--- config.mk ---
export PLATFORM = sky130hd
export DESIGN_NAME = vec_len_issuer_flat
export DESIGN_NICKNAME = d
export VERILOG_FILES = /design/src/rtl/vec_len_issuer_pkg.sv /design/src/rtl/vec_len_issuer_if.sv /design/src/rtl/vec_len_issuer_sync.sv /design/src/rtl/vec_len_issuer.sv /design/src/flat_wrapper.sv
export SDC_FILE = /design/constraint.sdc
export NUM_CORES = 1
export LEC_CHECK = 0
export BUFFER_PORTS_ARGS = -buffer_cell sky130_fd_sc_hd__buf_2
export CORE_MARGIN = 2
export CORE_UTILIZATION = 24
export DETAILED_ROUTE_END_ITERATION = 8
export REMOVE_ABC_BUFFERS = 1
export SLEW_MARGIN = 10
export SYNTH_ARGS = -nofsm -noshare
export SYNTH_HDL_FRONTEND = slang
export SYNTH_SLANG_ARGS = --single-unit
--- constraint.sdc ---
create_clock -name CLK2 -period 1.8 [get_ports CLK2]
set_clock_uncertainty 0.05 [all_clocks]
set_input_delay 0.36 -clock CLK2 [delete_from_list [all_inputs] [get_ports CLK2]]
set_output_delay 0.36 -clock CLK2 [all_outputs]
set_load 0.1 [all_outputs]
--- src/rtl/vec_len_issuer_pkg.sv ---
// Shared types and constants for the vector-length job issuer.
// State enum, lane geometry and the quiet-NaN result used for abandoned jobs.
package vec_len_pkg;

    typedef enum logic [1:0] {
        IDLE = 2'd0,
        KICK = 2'd1,
        WAIT = 2'd2,
        DONE = 2'd3
    } state_e;

    localparam int LANE_W  = 32;
    localparam int N_LANES = 3;
    localparam int VEC_W   = LANE_W * N_LANES;

    localparam int LANE_1 = 0;
    localparam int LANE_2 = 1;
    localparam int LANE_3 = 2;

    localparam logic [31:0] FP_QNAN = 32'h7FC0_0000;

endpackage

--- src/rtl/vec_len_issuer_if.sv ---
// Job, length-unit and result signals of the vector-length issuer.
// The issuer sits on the slave modport; the environment drives the master side.
interface vec_len_issuer_if #(
    parameter int TAG_W = 4
);
    import vec_len_pkg::*;

    logic              job_valid;
    logic              job_ready;
    logic [VEC_W-1:0]  job_a;
    logic [VEC_W-1:0]  job_b;
    logic [TAG_W-1:0]  job_tag;

    logic [VEC_W-1:0]  u_a;
    logic [VEC_W-1:0]  u_b;
    logic              u_rst_n;
    logic [31:0]       u_res;
    logic              u_out_rdy;

    logic              res_valid;
    logic              res_ready;
    logic [31:0]       res_data;
    logic [TAG_W-1:0]  res_tag;
    logic              res_timeout;
    logic              busy;

    modport slave (
        input  job_valid, job_a, job_b, job_tag, u_res, u_out_rdy, res_ready,
        output job_ready, u_a, u_b, u_rst_n, res_valid, res_data, res_tag,
               res_timeout, busy
    );

    modport master (
        output job_valid, job_a, job_b, job_tag, u_res, u_out_rdy, res_ready,
        input  job_ready, u_a, u_b, u_rst_n, res_valid, res_data, res_tag,
               res_timeout, busy
    );

endinterface

--- src/rtl/vec_len_issuer_sync.sv ---
// Two-flop synchronizer for the length-unit ready level with rising-edge detect.
// An edge only counts once a synchronized low has been seen while wait_i is high.
module sync_edge_det (
    input  logic CLK2,
    input  logic RST,
    input  logic lvl_i,
    input  logic wait_i,
    output logic rise_o
);

    logic meta_q;
    logic sync_q;
    logic prev_q;
    logic armed_q;

    always_ff @(posedge CLK2 or negedge RST) begin
        if (!RST) begin
            meta_q  <= 1'b0;
            sync_q  <= 1'b0;
            prev_q  <= 1'b0;
            armed_q <= 1'b0;
        end else begin
            meta_q  <= lvl_i;
            sync_q  <= meta_q;
            prev_q  <= sync_q;
            // a level left high by the previous job never arms the detector
            armed_q <= wait_i & (armed_q | ~sync_q);
        end
    end

    assign rise_o = armed_q & sync_q & ~prev_q;

endmodule

--- src/rtl/vec_len_issuer.sv ---
// Issues one vector job at a time to the length unit and returns its result.
// Optional WAIT timeout is built only when VEC_LEN_ISSUER_TIMEOUT_EN is defined.
//
// state | meaning
// IDLE  | job_ready high, waiting for a job
// KICK  | u_rst_n held low for RST_CYC cycles
// WAIT  | waiting for the length unit to signal completion
// DONE  | result offered until res_ready
module vec_len_issuer
    import vec_len_pkg::*;
#(
    parameter int TAG_W       = 4,
    parameter int RST_CYC     = 2,
    parameter int TIMEOUT_CYC = 256
) (
    input logic             CLK2,
    input logic             RST,
    vec_len_issuer_if.slave bus
);

    if (RST_CYC < 1 || RST_CYC > 15) begin : g_bad_rst_cyc
        $error("vec_len_issuer: RST_CYC must be in 1..15");
    end
    if (TIMEOUT_CYC < 2 || TIMEOUT_CYC > 65535) begin : g_bad_timeout_cyc
        $error("vec_len_issuer: TIMEOUT_CYC must be in 2..65535");
    end

    state_e            state_q, state_d;
    logic [3:0]        kick_cnt_q, kick_cnt_d;
    logic [VEC_W-1:0]  u_a_q, u_a_d;
    logic [VEC_W-1:0]  u_b_q, u_b_d;
    logic [TAG_W-1:0]  tag_q, tag_d;
    logic [31:0]       res_data_q, res_data_d;
    logic              u_rst_n_q;
    logic              job_ready_q;
    logic              done_evt;
    logic              tmo_hit;

`ifdef VEC_LEN_ISSUER_TIMEOUT_EN
    logic [15:0]       tmo_cnt_q, tmo_cnt_d;
    logic              res_timeout_q, res_timeout_d;

    assign tmo_hit = (tmo_cnt_q == 16'd0);
`else
    assign tmo_hit = 1'b0;
`endif

    sync_edge_det u_sync (
        .CLK2   (CLK2),
        .RST    (RST),
        .lvl_i  (bus.u_out_rdy),
        .wait_i (state_q == WAIT),
        .rise_o (done_evt)
    );

    always_comb begin
        state_d    = state_q;
        kick_cnt_d = kick_cnt_q;
        u_a_d      = u_a_q;
        u_b_d      = u_b_q;
        tag_d      = tag_q;
        res_data_d = res_data_q;
`ifdef VEC_LEN_ISSUER_TIMEOUT_EN
        tmo_cnt_d     = tmo_cnt_q;
        res_timeout_d = res_timeout_q;
`endif
        case (state_q)
            IDLE: begin
                if (bus.job_valid && job_ready_q) begin
                    u_a_d      = bus.job_a;
                    u_b_d      = bus.job_b;
                    tag_d      = bus.job_tag;
                    kick_cnt_d = 4'(RST_CYC - 1);
                    state_d    = KICK;
                end
            end
            KICK: begin
                if (kick_cnt_q == 4'd0) begin
                    state_d = WAIT;
`ifdef VEC_LEN_ISSUER_TIMEOUT_EN
                    tmo_cnt_d = 16'(TIMEOUT_CYC - 1);
`endif
                end else begin
                    kick_cnt_d = kick_cnt_q - 4'd1;
                end
            end
            WAIT: begin
                // completion takes priority over a same-cycle timeout
                if (done_evt) begin
                    res_data_d = bus.u_res;
                    state_d    = DONE;
`ifdef VEC_LEN_ISSUER_TIMEOUT_EN
                    res_timeout_d = 1'b0;
`endif
                end else if (tmo_hit) begin
                    res_data_d = FP_QNAN;
                    state_d    = DONE;
`ifdef VEC_LEN_ISSUER_TIMEOUT_EN
                    res_timeout_d = 1'b1;
`endif
                end else begin
`ifdef VEC_LEN_ISSUER_TIMEOUT_EN
                    tmo_cnt_d = tmo_cnt_q - 16'd1;
`endif
                end
            end
            DONE: begin
                if (bus.res_ready) begin
                    state_d = IDLE;
                end
            end
            default: state_d = IDLE;
        endcase
    end

    always_ff @(posedge CLK2 or negedge RST) begin
        if (!RST) begin
            state_q     <= IDLE;
            kick_cnt_q  <= 4'd0;
            u_a_q       <= '0;
            u_b_q       <= '0;
            tag_q       <= '0;
            res_data_q  <= 32'd0;
            u_rst_n_q   <= 1'b0;
            job_ready_q <= 1'b0;
        end else begin
            state_q     <= state_d;
            kick_cnt_q  <= kick_cnt_d;
            u_a_q       <= u_a_d;
            u_b_q       <= u_b_d;
            tag_q       <= tag_d;
            res_data_q  <= res_data_d;
            u_rst_n_q   <= (state_d != KICK);
            job_ready_q <= (state_d == IDLE);
        end
    end

`ifdef VEC_LEN_ISSUER_TIMEOUT_EN
    always_ff @(posedge CLK2 or negedge RST) begin
        if (!RST) begin
            tmo_cnt_q     <= 16'd0;
            res_timeout_q <= 1'b0;
        end else begin
            tmo_cnt_q     <= tmo_cnt_d;
            res_timeout_q <= res_timeout_d;
        end
    end

    assign bus.res_timeout = res_timeout_q;
`else
    assign bus.res_timeout = 1'b0;
`endif

    assign bus.job_ready = job_ready_q;
    assign bus.u_a       = u_a_q;
    assign bus.u_b       = u_b_q;
    assign bus.u_rst_n   = u_rst_n_q;
    assign bus.res_valid = (state_q == DONE);
    assign bus.res_data  = res_data_q;
    assign bus.res_tag   = tag_q;
    assign bus.busy      = (state_q != IDLE);

endmodule

--- src/flat_wrapper.sv ---
// flat-port wrapper written by rule: the top's interface ports become plain ports
module vec_len_issuer_flat import vec_len_pkg::*;
#(
    parameter int TAG_W       = 4,
    parameter int RST_CYC     = 2,
    parameter int TIMEOUT_CYC = 256
)
  (CLK2, RST, bus_job_valid, bus_job_a, bus_job_b, bus_job_tag, bus_u_res, bus_u_out_rdy, bus_res_ready, bus_job_ready, bus_u_a, bus_u_b, bus_u_rst_n, bus_res_valid, bus_res_data, bus_res_tag, bus_res_timeout, bus_busy);
  vec_len_issuer_if #(.TAG_W(TAG_W)) bus_i ();
  input logic CLK2;
  input logic RST;
  input wire logic [$bits(bus_i.job_valid)-1:0] bus_job_valid;
  input wire logic [$bits(bus_i.job_a)-1:0] bus_job_a;
  input wire logic [$bits(bus_i.job_b)-1:0] bus_job_b;
  input wire logic [$bits(bus_i.job_tag)-1:0] bus_job_tag;
  input wire logic [$bits(bus_i.u_res)-1:0] bus_u_res;
  input wire logic [$bits(bus_i.u_out_rdy)-1:0] bus_u_out_rdy;
  input wire logic [$bits(bus_i.res_ready)-1:0] bus_res_ready;
  output wire logic [$bits(bus_i.job_ready)-1:0] bus_job_ready;
  output wire logic [$bits(bus_i.u_a)-1:0] bus_u_a;
  output wire logic [$bits(bus_i.u_b)-1:0] bus_u_b;
  output wire logic [$bits(bus_i.u_rst_n)-1:0] bus_u_rst_n;
  output wire logic [$bits(bus_i.res_valid)-1:0] bus_res_valid;
  output wire logic [$bits(bus_i.res_data)-1:0] bus_res_data;
  output wire logic [$bits(bus_i.res_tag)-1:0] bus_res_tag;
  output wire logic [$bits(bus_i.res_timeout)-1:0] bus_res_timeout;
  output wire logic [$bits(bus_i.busy)-1:0] bus_busy;
  assign bus_i.job_valid = bus_job_valid;
  assign bus_i.job_a = bus_job_a;
  assign bus_i.job_b = bus_job_b;
  assign bus_i.job_tag = bus_job_tag;
  assign bus_i.u_res = bus_u_res;
  assign bus_i.u_out_rdy = bus_u_out_rdy;
  assign bus_i.res_ready = bus_res_ready;
  assign bus_job_ready = bus_i.job_ready;
  assign bus_u_a = bus_i.u_a;
  assign bus_u_b = bus_i.u_b;
  assign bus_u_rst_n = bus_i.u_rst_n;
  assign bus_res_valid = bus_i.res_valid;
  assign bus_res_data = bus_i.res_data;
  assign bus_res_tag = bus_i.res_tag;
  assign bus_res_timeout = bus_i.res_timeout;
  assign bus_busy = bus_i.busy;
  vec_len_issuer #(.TAG_W(TAG_W), .RST_CYC(RST_CYC), .TIMEOUT_CYC(TIMEOUT_CYC)) u_core (.CLK2(CLK2), .RST(RST), .bus(bus_i));
endmodule
# Word level (Yosys, flattened, before mapping)
# Cells that the tools add are included.
[op_classes]
addsub = 1
n_eq_ne = 6
muxes = 8
bitwise_logic = 6
reduce_logical = 9
[ops]
columns = ["op", "n"]
rows = [
  ["2-bit two-way mux", 4],
  ["4-bit two-way mux", 2],
  ["2-bit one-hot mux with 4 select lines", 1],
  ["4-bit one-hot mux with 2 select lines", 1],
  ["2-bit equality test (second input constant)", 2],
  ["2-bit zero test", 2],
  ["4-bit zero test", 1],
  ["2-bit by 1-bit != test with 1-bit output (second input constant)", 2],
  ["2-bit AND reduction", 2],
  ["2-bit nonzero test", 2],
  ["4-bit by 1-bit subtractor with 4-bit output (second input constant)", 1],
  ["1-bit AND", 3],
  ["3-bit AND reduction", 1],
  ["2-bit by 1-bit equality test with 1-bit output (second input constant)", 1],
  ["2-bit != test (second input constant)", 1],
  ["1-bit inverter", 2],
  ["1-bit logical AND", 1],
  ["1-bit OR", 1],
]
[totals]
regBits = 240
in_bits = 233
output_inout_bits = 233
wordCells = 42

# Longest topological paths before layout
# Gate-level depths: netlist (run 1).
[logic_depth]
word_depth = 5
depth_mapped = 7
mapped_depth_nobuf = 5

# Cells and area by module
# From an unflattened synthesis (run 1), not the netlist that was laid out.
[unflattened]
hier_cells = 536
hier_area_um2 = 9038.7
[by_module_without_submodules]
columns = ["mod", "instances", "cells_per_inst", "area_per_inst_um2", "seq_area_each_um2"]
rows = [
  ["vec_len_issuer", 1, 528, 8919.8, 5905.7],
  ["sync_edge_det", 1, 8, 118.9, 100.1],
]

# Least setup slack after synthesis (run 1)
# OpenSTA, ideal clock, no wires.
[synth_timing]
kind = "register to register"
startpoint = "register u_core.job_ready_q (netlist: u_core.bus.job_ready)"
endpoint = "register u_core.u_a_q[89] (netlist: u_core.bus.u_a[89])"
setup_ns = 0.125
arrival_ns = 2.090
required_time_ns = 1.625
setup_slack_ns = -0.466
stages_incl_launch_ff = 6
n_path_buf = 3
synth_period_minus_slack_ns = 2.266
path_cell_list = "dfrtp_1 nor4bb_1 buf_4 buf_8 buf_6 mux2_2"
[synth_between]
elab_chain_len = 2
[synth_rtl]
columns = ["element", "line_no", "text"]
rows = [
  ["from (decl)", "vec_len_issuer.sv:35", "logic job_ready_q;"],
  ["from (signal assigned)", "vec_len_issuer.sv:134", "job_ready_q <= (state_d == IDLE);"],
  ["1-bit logical AND", "vec_len_issuer.sv:69", "if (bus.job_valid && job_ready_q) begin"],
  ["2-bit AND reduction (no source line)", "n/a", ""],
  ["to (signal assigned)", "vec_len_issuer.sv:129", "u_a_q <= u_a_d;"],
  ["to (decl)", "vec_len_issuer.sv:30", "logic [VEC_W-1:0] u_a_q, u_a_d;"],
]
# No other way between the ends.
# A chain may end at the register's enable or synchronous reset.

# Worst setup path after layout (run 1)
[layout_timing]
startpoint = "register u_core.state_q[1]"
endpoint = "output bus_busy"
[layout_between]
elab_chain_len = 1
[layout_rtl]
columns = ["element", "line_no", "text"]
rows = [
  ["from (decl)", "vec_len_issuer.sv:28", "state_e state_q, state_d;"],
  ["from (signal assigned)", "vec_len_issuer.sv:127", "state_q <= state_d;"],
  ["2-bit nonzero test", "vec_len_issuer.sv:161", "assign bus.busy = (state_q != IDLE);"],
  ["to (decl)", "flat_wrapper.sv:27", "output wire logic [$bits(bus_i.busy)-1:0] bus_busy;"],
]
# No other way between the ends.

==> impl_results.md, run 1 <==
- Status: finished, violations left
- Failing checks: setup timing
- RSZ-0062 raised after global routing: true
- Post-route worst setup slack: -86.0 ps
- Crit path max-delay cell type: dfrtp_1
- CTS max path bufs: 3
- DR DRC count: 0
- Largest net degree at the start of global routing: 56
- Mapped Avg Cell Area: 17.0 um2
- Crit-path max FO: 3
- Final period demand of the worst path: 1890 ps
- Ranking of synthesized cells by area: dfrtp_1 (66%), mux2_2 (27%), buf_6 (1.5%), mux2_1 (1.2%), buf_4 (0.91%)
- Number of global-route vias before repair: 7655
- Worst-Margin Slew: 537 ps
- Initial antenna violation count: 0
- Hold Path Depth: 2
- Commonest non-fill, non-tap cell in the layout: buf_2
- Startpoint Class: register
- Synth Register Bits: 240
- Reg clk slew, reported paths: 60 ps
- DRT Pass-1 Iters: 6
- HPWL Detailed: 17900 um
- Horiz. Die Dim: 198 um
- Max_slew headroom: 64.4%
- Final setup TNS: -3110 ps
- Congestion Overflow GR: 0
- Post-synth EDFFs: 0
- Antenna cells: 0
- Die ar.: 0.0393 mm2
- Initial Utilization: 24.2%
- Worst reg2reg path startpoint: u_core.state_q[0]$_DFF_PN0_
- Row count: 71
- WP data required: 1390 ps
- Total GRT Usage: 12.4%
- Area share of the largest cell type after synthesis: 66.3%
- Num CTS Buffers: 26
- Final hold violations: 0
- DR WL/cell: 15.0 um
- Via-per-instance ratio: 4.02
- Dpl cells: 1513
- Final setup viols: 93
- # Max-Cap Violations: 0
- Layout Cells excl Fill: 1763
- Crit. End Element: primary output
- # IOs: 466
- Die Ht: 198 um
- Area of the core: 0.0374 mm2
- Hold_sp: bus_job_b[3]
- Yosys warning count: 0
- Critical path arrival: 1480 ps
- Reg2Reg Depth: 5
- Post-synth ARST share: 100%
- Seq/Total Area, Yosys: 66.3%
- Hold WC Path Type: primary input to register
- Final antenna-violating net count: 0
- CTS tree: built
- Mapped Area: 0.00906 mm2
- Crit share post-route: 105%
- WS Path Type: register to primary output
- Worst Hold Path EP: u_core.bus.u_b[3]$_DFFE_PN0P_
- Most frequent cells in the layout: buf_2 (450), dfrtp_1 (240), dlygate4sd3_1 (194), mux2_2 (188), mux2_4 (34)
- Synth area leader: dfrtp_1
- DR iter-0 viols: 156
- Worst R2R Setup Slack: -80 ps
- Root buf cell: clkbuf_16
- Synth Flop Type: dfrtp_1
- Max incr delay on CP: 410 ps
- Insertion delay to the later sink of the worst-skew pair: 520 ps
- Share of post-route cells with drive strength above 1: 61.8%
- RePlAce Congestion: 0.751
- Area grow syn2layout: 69.2%
- IO buf count: 464
- DR vias: 7094
- Post-Syn Instances: 532
- First-pass GRT wire length: 39300 um
- Max-slew violation count: 0
- Clock sink total: 240
- Fmax: 530 MHz
- Worst-path cell chain: buf_6, or2_4, buf_12
- Reg2reg end: u_core.bus.u_a[84]$_DFFE_PN0P_
- Final nets: 1467
- Post-Route WL: 26400 um
- Distinct cells, synth: 29
- Clock H-tree levels: 1
area by class of cell:
class,count,area [um2]
Sequential cell,240,6010
Timing Repair Buffer,699,4820
Clock inverter,8,115
Inverter,4,15.0
Fill cell,3454,22100
Multi-Input combinational cell,261,2940
Tap cell,511,639
Clock buffer,40,795
per-layer routing:
layer	global-route usage, %	wire [um]	vias up
met5	0	0	-
met4	4.93	749	0
met3	2.84	1650	53
met2	22.5	13700	269
met1	13.9	10300	3496
li1	-	-	3276
stage by stage:
stage / util [%] / cell area, um2 / setup WS, ps / hold slack, ps
after floorplan: - / 8810 / -20130 / 14.4
after global placement: 32.5 / 12200 / 33.0 / 233
after detailed placement: 32.5 / 12200 / 14.0 / 235
after CTS: 40.3 / 15100 / -112 / 0.00672
after global routing: 41.0 / 15300 / -150 / 4.25
final: 41.0 / 15300 / -86.0 / 22.1
logic make-up after synthesis:
family	count (synthesis)	synth area share, %
buf+inv	31	2.90
simple gates	16	1.16
mux	230	28.6
compound gates	12	0.801
fa+ha+maj	2	0.276
flops	240	66.3
other cells	1	0.0414
flip-flops by register name, indices dropped and copies added, names as in the netlist:
| signal | count |
|---|---|
| u_core.bus.res_data | 32 |
| u_core.state_q | 2 |
| u_core.bus.u_a | 96 |
| u_core.bus.job_ready | 1 |
| u_core.bus.res_tag | 4 |
| u_core.u_sync.meta_q | 1 |
| u_core.u_sync.prev_q | 1 |
| u_core.u_sync.sync_q | 1 |
| u_core.bus.u_rst_n | 1 |
| u_core.u_sync.armed_q | 1 |
| u_core.kick_cnt_q | 4 |
| u_core.bus.u_b | 96 |
repair_timing:
item                                    CTS  global route
setup buffers                             4             0
resized for setup                        19            42
hold endpoints to repair                274             2
gates cloned                              0             4
hold buffers                            192             2
endpoints found under the setup margin   13           210
pin swaps                                 1             0
critical path: cells and delay by family, from the launching register on:
kind / cells / cell delay [ps]
buffers and inverters: 2 / 300
AND/OR/NAND/NOR: 1 / 240
flip-flops: 1 / 410
cell usage after synthesis, drive strengths merged, types with 2 or more instances:
cell / number
ha: 2
nand2b: 2
nor2b: 2
a21oi: 6
o21ai: 2
mux2: 228
nor3: 3
inv: 4
dfrtp: 240
mux2i: 2
buf: 27
worst max-delay path by stage:
stage                                    from                                end
2_1_floorplan  u_core.bus.job_ready$_DFF_PN0_  u_core.bus.res_tag[0]$_DFFE_PN0P_
3_3_place_gp      u_core.state_q[1]$_DFF_PN0_     u_core.bus.u_b[87]$_DFFE_PN0P_
3_5_place_dp   u_core.bus.job_ready$_DFF_PN0_     u_core.bus.u_b[35]$_DFFE_PN0P_
4_1_cts           u_core.state_q[1]$_DFF_PN0_                           bus_busy
5_1_grt           u_core.state_q[0]$_DFF_PN0_     u_core.bus.u_a[76]$_DFFE_PN0P_
6_report          u_core.state_q[1]$_DFF_PN0_                           bus_busy
Power of run 1 is not shown: default switching activity piles up to over one toggle a cycle in this logic, so the estimate is an artifact.
==> inputs of run 2 (changes only) <==
--- a/config.mk
+++ b/config.mk
@@ -5,12 +5,13 @@
 export SDC_FILE = /design/constraint.sdc
 export NUM_CORES = 1
 export LEC_CHECK = 0
-export BUFFER_PORTS_ARGS = -buffer_cell sky130_fd_sc_hd__buf_2
 export CORE_MARGIN = 2
 export CORE_UTILIZATION = 24
 export DETAILED_ROUTE_END_ITERATION = 8
+export DONT_BUFFER_PORTS = 1
 export REMOVE_ABC_BUFFERS = 1
 export SLEW_MARGIN = 10
 export SYNTH_ARGS = -nofsm -noshare
 export SYNTH_HDL_FRONTEND = slang
 export SYNTH_SLANG_ARGS = --single-unit
+export TNS_END_PERCENT = 50
==> constraint.sdc (replaced) <==
create_clock -name CLK2 -period 1.8 [get_ports CLK2]
set_clock_uncertainty 0.05 [all_clocks]
set_input_delay 0.36 -clock CLK2 [delete_from_list [all_inputs] [get_ports CLK2]]
set_output_delay 0.36 -clock CLK2 [all_outputs]
set_load 0.05 [all_outputs]
==> run 2 against run 1 <==
Net effect:
- the flow now stops in clock tree synthesis
- area after synthesis is the same
- synthesized cell count unchanged
==> impl_results.md, run 2 <==
- Post-synth EDFFs: 0 (unchanged)
- Compound-Gate Fraction of Synth Area: 0.801% (unchanged)
- Row count: 71 (unchanged)
- Status: aborted with a tool error
- Die Ht: 198 um (unchanged)
- # IOs: 466 (unchanged)
- Mapped Area: 0.00906 mm2 (unchanged)
- Initial Utilization: 24.2% (unchanged)
- Post-cts gate resize count: 8 (-11)
- Synth Register Bits: 240 (unchanged)
- Distinct cells, synth: 29 (unchanged)
- Synth area leader: dfrtp_1
- IO buf count: 0 (-100%)
- Most common cell in the netlist: dfrtp_1
- Synth top cells by count: dfrtp_1 (240), mux2_2 (218), buf_6 (12), buf_4 (11), mux2_1 (10)
- Seq/Total Area, Yosys: 66.3% (unchanged)
- Num CTS Buffers: 26 (unchanged)
- Largest family of logic cells by synthesized area: multiplexers
- Post-Syn Instances: 532 (unchanged)
- Post-synth ARST share: 100% (unchanged)
- CTS max path bufs: 3 (unchanged)
- Post-CTS Setup Bufs: 3 (-1)
- Synth Flop Type: dfrtp_1
- Adder-Cell Fraction of Synth Area: 0.276% (unchanged)
- Horiz. Die Dim: 198 um (unchanged)
- Error msg: [ERROR RSZ-0060] Max buffer count reached.
- Proportion of synthesized area in mux cells: 28.6% (unchanged)
- RePlAce Congestion: 0.759 (+1.0%)
- # hold bufs at CTS: 219 (+14%)
- Last stage reached: clock tree synthesis
- Root buf cell: clkbuf_16
- Simple-gate share of the synthesized area: 1.16% (unchanged)
- Yosys warning count: 0 (unchanged)
- Clock sink total: 240 (unchanged)
- Clock H-tree levels: 1 (unchanged)
- Area share of the largest cell type after synthesis: 66.3% (unchanged)
- Ranking of synthesized cells by area: dfrtp_1 (66%), mux2_2 (27%), buf_6 (1.5%), mux2_1 (1.2%), buf_4 (0.91%)
- Synth Area in XOR/XNOR: 0% (unchanged)
- HPWL Detailed: 14700 um (-18%)
- Mapped Avg Cell Area: 17.0 um2 (unchanged)
-- run 2: cell families after synthesis --
logic type | count (synthesis)
buf+inv | 31
simple gates | 16
mux | 230
flops | 240
compound gates | 12
fa+ha+maj | 2
other cells | 1
-- run 2: per-stage QoR --
stage	setup WS, ps	instances	cell area [um2]	hold slack, ps
after floorplan	-19810	505	8810	14.4
after global placement	11.3	1042	9710	18.1
after detailed placement	-9.90	1042	9710	17.5
==> inputs of run 3 (changes only) <==
--- a/config.mk
+++ b/config.mk
@@ -6,9 +6,10 @@
 export NUM_CORES = 1
 export LEC_CHECK = 0
 export CORE_MARGIN = 2
-export CORE_UTILIZATION = 24
+export CORE_UTILIZATION = 20
 export DETAILED_ROUTE_END_ITERATION = 8
 export DONT_BUFFER_PORTS = 1
+export PLACE_DENSITY_LB_ADDON = 0.15
 export REMOVE_ABC_BUFFERS = 1
 export SLEW_MARGIN = 10
 export SYNTH_ARGS = -nofsm -noshare
==> constraint.sdc (replaced) <==
create_clock -name CLK2 -period 2.3 [get_ports CLK2]
set_clock_uncertainty 0.05 [all_clocks]
set_input_delay 0.46 -clock CLK2 [delete_from_list [all_inputs] [get_ports CLK2]]
set_output_delay 0.46 -clock CLK2 [all_outputs]
set_load 0.05 [all_outputs]
==> run 3 against run 2 <==
Net effect:
- the flow now finishes, with violations (hold timing)
==> impl_results.md, run 3 (synthesized netlist as in run 1, its figures left out) <==
- Status: finished, violations left
- Failing checks: hold timing
- Max-slew violation count: 0
- First-pass GRT wire length: 35700 um
- Startpoint Class: register
- # IOs: 466 (unchanged)
- Max incr delay on CP: 520 ps
- Number of fill cells in the layout: 4501
- Worst-Margin Slew: 609 ps
- Via-per-instance ratio: 3.86
- Clock sink total: 240 (unchanged)
- Reg2Reg Depth: 4
- Max_slew headroom: 59.4%
- Met3 Usage GRT: 3.24%
- # Max-Cap Violations: 0
- Congestion Overflow GR: 0
- Worst reg2reg path startpoint: u_core.state_q[1]$_DFF_PN0_
- DR iter-0 viols: 130
- Final setup viols: 0
- Final Cell Area: 0.0129 mm2
- Crit-path max FO: 10
- Crit path max-delay cell type: dfrtp_1
- Final period demand of the worst path: 2090 ps
- Reg clk slew, reported paths: 60 ps
- Initial Utilization: 20.4% (-3.9 points)
- Die ar.: 0.0470 mm2
- Area occupied by multi-input gates: 0.00281 mm2
- Num CTS Buffers: 28 (+7.7%)
- Clock H-tree levels: 1 (unchanged)
- Buffers & Inverters on Critical Path: 1
- Hold Slack: -435 ps
- WS Path Type: register to primary output
- Total GRT Usage: 9.55%
- Worst-path cell chain: nand2_1, inv_1
- Post-route worst setup slack: 207 ps
- Die Ht: 217 um (+9.4%)
- # hold bufs at CTS: 221 (+0.91%)
- CTS tree: built
- DR vias: 5329
- Most frequent cells in the layout: dfrtp_1 (240), dlygate4sd3_1 (221), mux2_2 (218), clkbuf_16 (29), mux2_1 (10)
- Hold WC Path Type: primary input to async pin
- Row count: 77 (+8.5%)
- Post-cts gate resize count: 0 (-8)
- Global-route met2 utilization: 17.9%
- Final antenna-violating net count: 0
- Crit. End Element: primary output
- Largest net degree at the start of global routing: 241
- Number of global-route vias before repair: 6204
- Insertion delay to the later sink of the worst-skew pair: 530 ps
- DR WL/cell: 16.9 um
- CTS max path bufs: 3 (unchanged)
- Reg2reg end: u_core.bus.u_b[8]$_DFFE_PN0P_
- WP data required: 1790 ps
- Antenna cells: 0
- Final hold violations: 240
- Post-Route WL: 23400 um
- Delay-heaviest family, CP: flip-flops
- IO buf count: 0 (unchanged)
- Fmax: 478 MHz
- Worst R2R Setup Slack: 300 ps
- Area of the core: 0.0445 mm2
- Root buf cell: clkbuf_16
- Placement Cell Area: 0.00970 mm2 (-0.12%)
- Post-layout util: 29.0%
- Met1 Use GR: 9.68%
- Sequential cell area: 0.00601 mm2
- Pre-CTS WS: 289 ps (+299 ps)
- Final setup TNS: 0 ps
- Final nets: 1002
- Commonest non-fill, non-tap cell in the layout: dfrtp_1
- RePlAce Congestion: 0.704 (-7.1%)
- Critical path arrival: 1580 ps
- Area grow syn2layout: 42.4%
- RSZ-0062 raised after global routing: false
- HPWL Detailed: 16300 um (+11%)
- DRT Pass-1 Iters: 4
- Horiz. Die Dim: 217 um (+9.4%)
- Most Crowded Layer GR: met2
- Crit share post-route: 91.0%
- Initial antenna violation count: 1
- Share of post-route cells with drive strength above 1: 35.4%
- Post-CTS Setup Bufs: 0 (-3)
- DR DRC count: 0
-- run 3: worst max path at each step --
stage                                   start                                 to  slack (ps)  depth (start not counted)
6_report          u_core.state_q[1]$_DFF_PN0_                      bus_res_valid         210                          2
5_1_grt           u_core.state_q[1]$_DFF_PN0_                      bus_res_valid          70                          2
4_1_cts           u_core.state_q[1]$_DFF_PN0_                      bus_res_valid         170                          2
3_5_place_dp      u_core.state_q[1]$_DFF_PN0_      u_core.bus.u_b[8]$_DFFE_PN0P_         290                          4
3_3_place_gp      u_core.state_q[1]$_DFF_PN0_     u_core.bus.u_b[75]$_DFFE_PN0P_         340                          4
2_1_floorplan  u_core.bus.job_ready$_DFF_PN0_  u_core.bus.res_tag[0]$_DFFE_PN0P_      -19310                          2
-- run 3: metal layers --
layer / vias up / routed length, um / part of all wire [%]
met5: - / 11 / 0.047
met4: 2 / 668 / 2.9
met3: 42 / 2240 / 9.6
met2: 276 / 12500 / 54
met1: 2661 / 7890 / 34
li1: 2348 / - / -
-- run 3: area by class of cell --
class	instances	share of cell area, %
clock buffer	43	6.65
clock inverter	9	0.999
multi-input combinational	261	21.8
timing repair buffer	232	18.2
inverter	4	0.116
tap	592	5.74
sequential	240	46.5
-- run 3: worst reg2reg max path, delay by kind of cell (launching register included) --
kind / cells / cell delay, ps
buffers and inverters: 2 / 510
and+or+nand+nor: 1 / 390
DFF: 1 / 480
muxes: 1 / 440
-- run 3: per-stage QoR --
stage	std cells	hold WS (ps)
global route	1381	-468
global placement	1108	121
detailed placement	1108	121
CTS	1381	-472
floorplan	505	114
finish	1381	-435
Power of run 3 is left out for the same reason.
==> inputs of run 4 (changes only) <==
--- a/config.mk
+++ b/config.mk
@@ -14,5 +14,6 @@
 export SLEW_MARGIN = 10
 export SYNTH_ARGS = -nofsm -noshare
 export SYNTH_HDL_FRONTEND = slang
+export SYNTH_HIERARCHICAL = 1
 export SYNTH_SLANG_ARGS = --single-unit
 export TNS_END_PERCENT = 50
==> run 4 against run 3 <==
Net effect:
- the flow still finishes with violations (hold timing)
- fmax down 2.1%
- first-iteration DRC count up 42%
- cell area up 1.1%
- global-route usage up 0.077 points
- utilization up 0.38 points
- worst setup slack worse by 45 ps
- area after synthesis down 0.26%
- die area down 0.26%
- critical endpoint unchanged
==> impl_results.md, run 4 <==
- Total GRT Usage: 9.62% (+0.077 points)
- DR DRC count: 0 (unchanged)
- Mapped Area: 0.00904 mm2 (-0.26%)
- Num CTS Buffers: 28 (unchanged)
- Area of the core: 0.0444 mm2 (-0.22%)
- CTS max path bufs: 3 (unchanged)
- Hold Slack: -443 ps (-8.43 ps)
- Area grow syn2layout: 44.3%
- RePlAce Congestion: 0.753 (+6.9%)
- Reg clk slew, reported paths: 60 ps (about the same)
- Seq/Total Area, Yosys: 66.4% (+0.17 points)
- DR WL/cell: 16.9 um (-0.29%)
- Post-layout util: 29.4% (+0.38 points)
- WP data required: 1790 ps (about the same)
- Area share of the largest cell type after synthesis: 66.4% (+0.17 points)
- Placement Cell Area: 0.00971 mm2 (+0.10%)
- Synth area leader: dfrtp_1
- Mapped Avg Cell Area: 16.9 um2 (-1.0%)
- Initial antenna violation count: 0 (-1)
- # hold bufs at CTS: 230 (+4.1%)
- Final period demand of the worst path: 2140 ps (+45.1 ps)
- Ranking of synthesized cells by area: dfrtp_1 (66%), mux2_2 (16%), mux2_1 (12%), buf_6 (1.5%), buf_2 (0.72%)
- Hold WC Path Type: primary input to async pin
- RSZ-0062 raised after global routing: false
- Row count: 77 (unchanged)
- Most frequent cells in the layout: dfrtp_1 (240), dlygate4sd3_1 (230), mux2_2 (128), mux2_1 (100), clkbuf_16 (29)
- WS Path Type: register to primary output
- Clock sink total: 240 (unchanged)
- Number of global-route vias before repair: 6312 (+1.7%)
- Synth Flop Type: dfrtp_1
- Congestion Overflow GR: 0 (unchanged)
- Largest net degree at the start of global routing: 241 (unchanged)
- Post-Route WL: 23500 um (+0.72%)
- Via-per-instance ratio: 3.83 (-0.72%)
- Post-synth ARST share: 100% (unchanged)
- Max incr delay on CP: 490 ps (-30 ps)
- Root buf cell: clkbuf_16
- # Max-Cap Violations: 0 (unchanged)
- Crit. End Element: primary output
- Status: finished, violations left
- Max_slew headroom: 61.7% (+2.3 points)
- Die ar.: 0.0469 mm2 (-0.26%)
- Startpoint Class: register
- Final hold violations: 240 (unchanged)
- Final setup TNS: 0 ps (unchanged)
- Critical path arrival: 1630 ps (+50 ps)
- DR iter-0 viols: 184 (+42%)
- Most common cell in the netlist: dfrtp_1
- Share of post-route cells with drive strength above 1: 24.2% (-11 points)
- First-pass GRT wire length: 35900 um (+0.56%)
- Worst-path cell chain: buf_4, and2_1
- Worst reg2reg path startpoint: u_core/state_q[1]$_DFF_PN0_
- Die Ht: 217 um (-0.13%)
- Clock H-tree levels: 1 (unchanged)
- Antenna cells: 0 (unchanged)
- CTS tree: built
- HPWL Detailed: 16300 um (-0.47%)
- Fmax: 468 MHz (-2.1%)
- Post-cts gate resize count: 0 (unchanged)
- Worst R2R Setup Slack: 380 ps (+80 ps)
- Final nets: 1018 (+1.6%)
- Yosys warning count: 6 (+6)
- Reg2reg end: u_core/bus.u_a[66]$_DFFE_PN0P_
- DRT Pass-1 Iters: 3 (-1)
- Post-Syn Instances: 536 (+0.75%)
- Synth Register Bits: 240 (unchanged)
- Horiz. Die Dim: 217 um (-0.13%)
- Reg2Reg Depth: 4 (unchanged)
- Commonest non-fill, non-tap cell in the layout: dfrtp_1
- Crit-path max FO: 12 (+2)
- DR vias: 5344 (+0.28%)
- Initial Utilization: 20.4% (about the same)
- Final Cell Area: 0.0130 mm2 (+1.1%)
- Worst-Margin Slew: 573 ps (-35.9 ps)
- IO buf count: 0 (unchanged)
- Max-slew violation count: 0 (unchanged)
- Final antenna-violating net count: 0 (unchanged)
- # IOs: 466 (unchanged)
- Final setup viols: 0 (unchanged)
- Post-synth EDFFs: 0 (unchanged)
- Synth top cells by count: dfrtp_1 (240), mux2_2 (128), mux2_1 (100), buf_2 (13), buf_6 (12)
- Insertion delay to the later sink of the worst-skew pair: 550 ps (+20 ps)
- Failing checks: hold timing
- Crit path max-delay cell type: and2_1
- Distinct cells, synth: 32 (+10%)
- Crit share post-route: 93.0% (+2.0 points)
==> run 4: changes by cell type after synthesis, sizes merged, moves of 2 or more <==
cell	delta
nor3	-2
nand3	+2
nand2	+2
mux2i	-2
==> run 4: worst max-delay path by stage <==
| stage | startpoint | end | slack [ps] |
|---|---|---|---|
| floorplan | u_core/bus.job_ready$_DFF_PN0_ | u_core/bus.res_tag[0]$_DFFE_PN0P_ | -19720 |
| global placement | u_core/state_q[1]$_DFF_PN0_ | u_core/bus.u_a[77]$_DFFE_PN0P_ | 400 |
| detailed placement | u_core/state_q[1]$_DFF_PN0_ | u_core/bus.u_b[44]$_DFFE_PN0P_ | 350 |
| CTS | u_core/state_q[0]$_DFF_PN0_ | bus_res_valid | 110 |
| global route | u_core/state_q[0]$_DFF_PN0_ | bus_res_valid | 70 |
| finish | u_core/state_q[0]$_DFF_PN0_ | bus_res_valid | 160 |
==> run 4: timing repair <==
item                                   4_1_cts  5_1_grt
setup endpoints to repair                    0        0
buffers inserted                             0        0
endpoints found under the hold margin      471      240
==> run 4: cell type report <==
class / instances / area (um2)
clock buffers: 35 / 788
clock inverters: 15 / 239
fillers: 4439 / 31400
inverters: 4 / 15.0
multi-input cells: 264 / 2810
flip-flops and latches: 240 / 6010
well taps: 592 / 741
repair buffers: 245 / 2440
==> run 4: critical path, delay by kind of cell (launching register included) <==
family | cells | cell delay [ps]
simple gates | 1 | 490
flops | 1 | 390
buf+inv | 1 | 190
==> run 4: cell families (layout without fill, tap and decap cells) <==
family	Yosys count	count (layout)	share of synthesized area (%)
other	1	1	0.0415
AND/OR/NAND/NOR	19	19	1.25
AO/OA/AOI/OAI	14	14	0.997
adder cells (fa/ha/maj)	2	2	0.277
flip-flops	240	240	66.4
multiplexers	228	228	28.4
buffers and inverters	32	299	2.59
==> run 4: metrics by stage <==
step / cells / worst slack (ps)
finish: 1395 / 162
global route: 1395 / 71.7
CTS: 1395 / 111
detailed placement: 1115 / 348
global placement: 1115 / 401
floorplan: 508 / -19720
==> run 4: layer usage <==
layer,up-vias,track usage [%],part of all wire (%)
met5,-,0,0
met4,0,3.33,3.4
met3,40,3.28,8.3
met2,242,19.1,56
met1,2687,9.02,33
li1,2375,-,-
Power of run 4 is left out for the same reason.
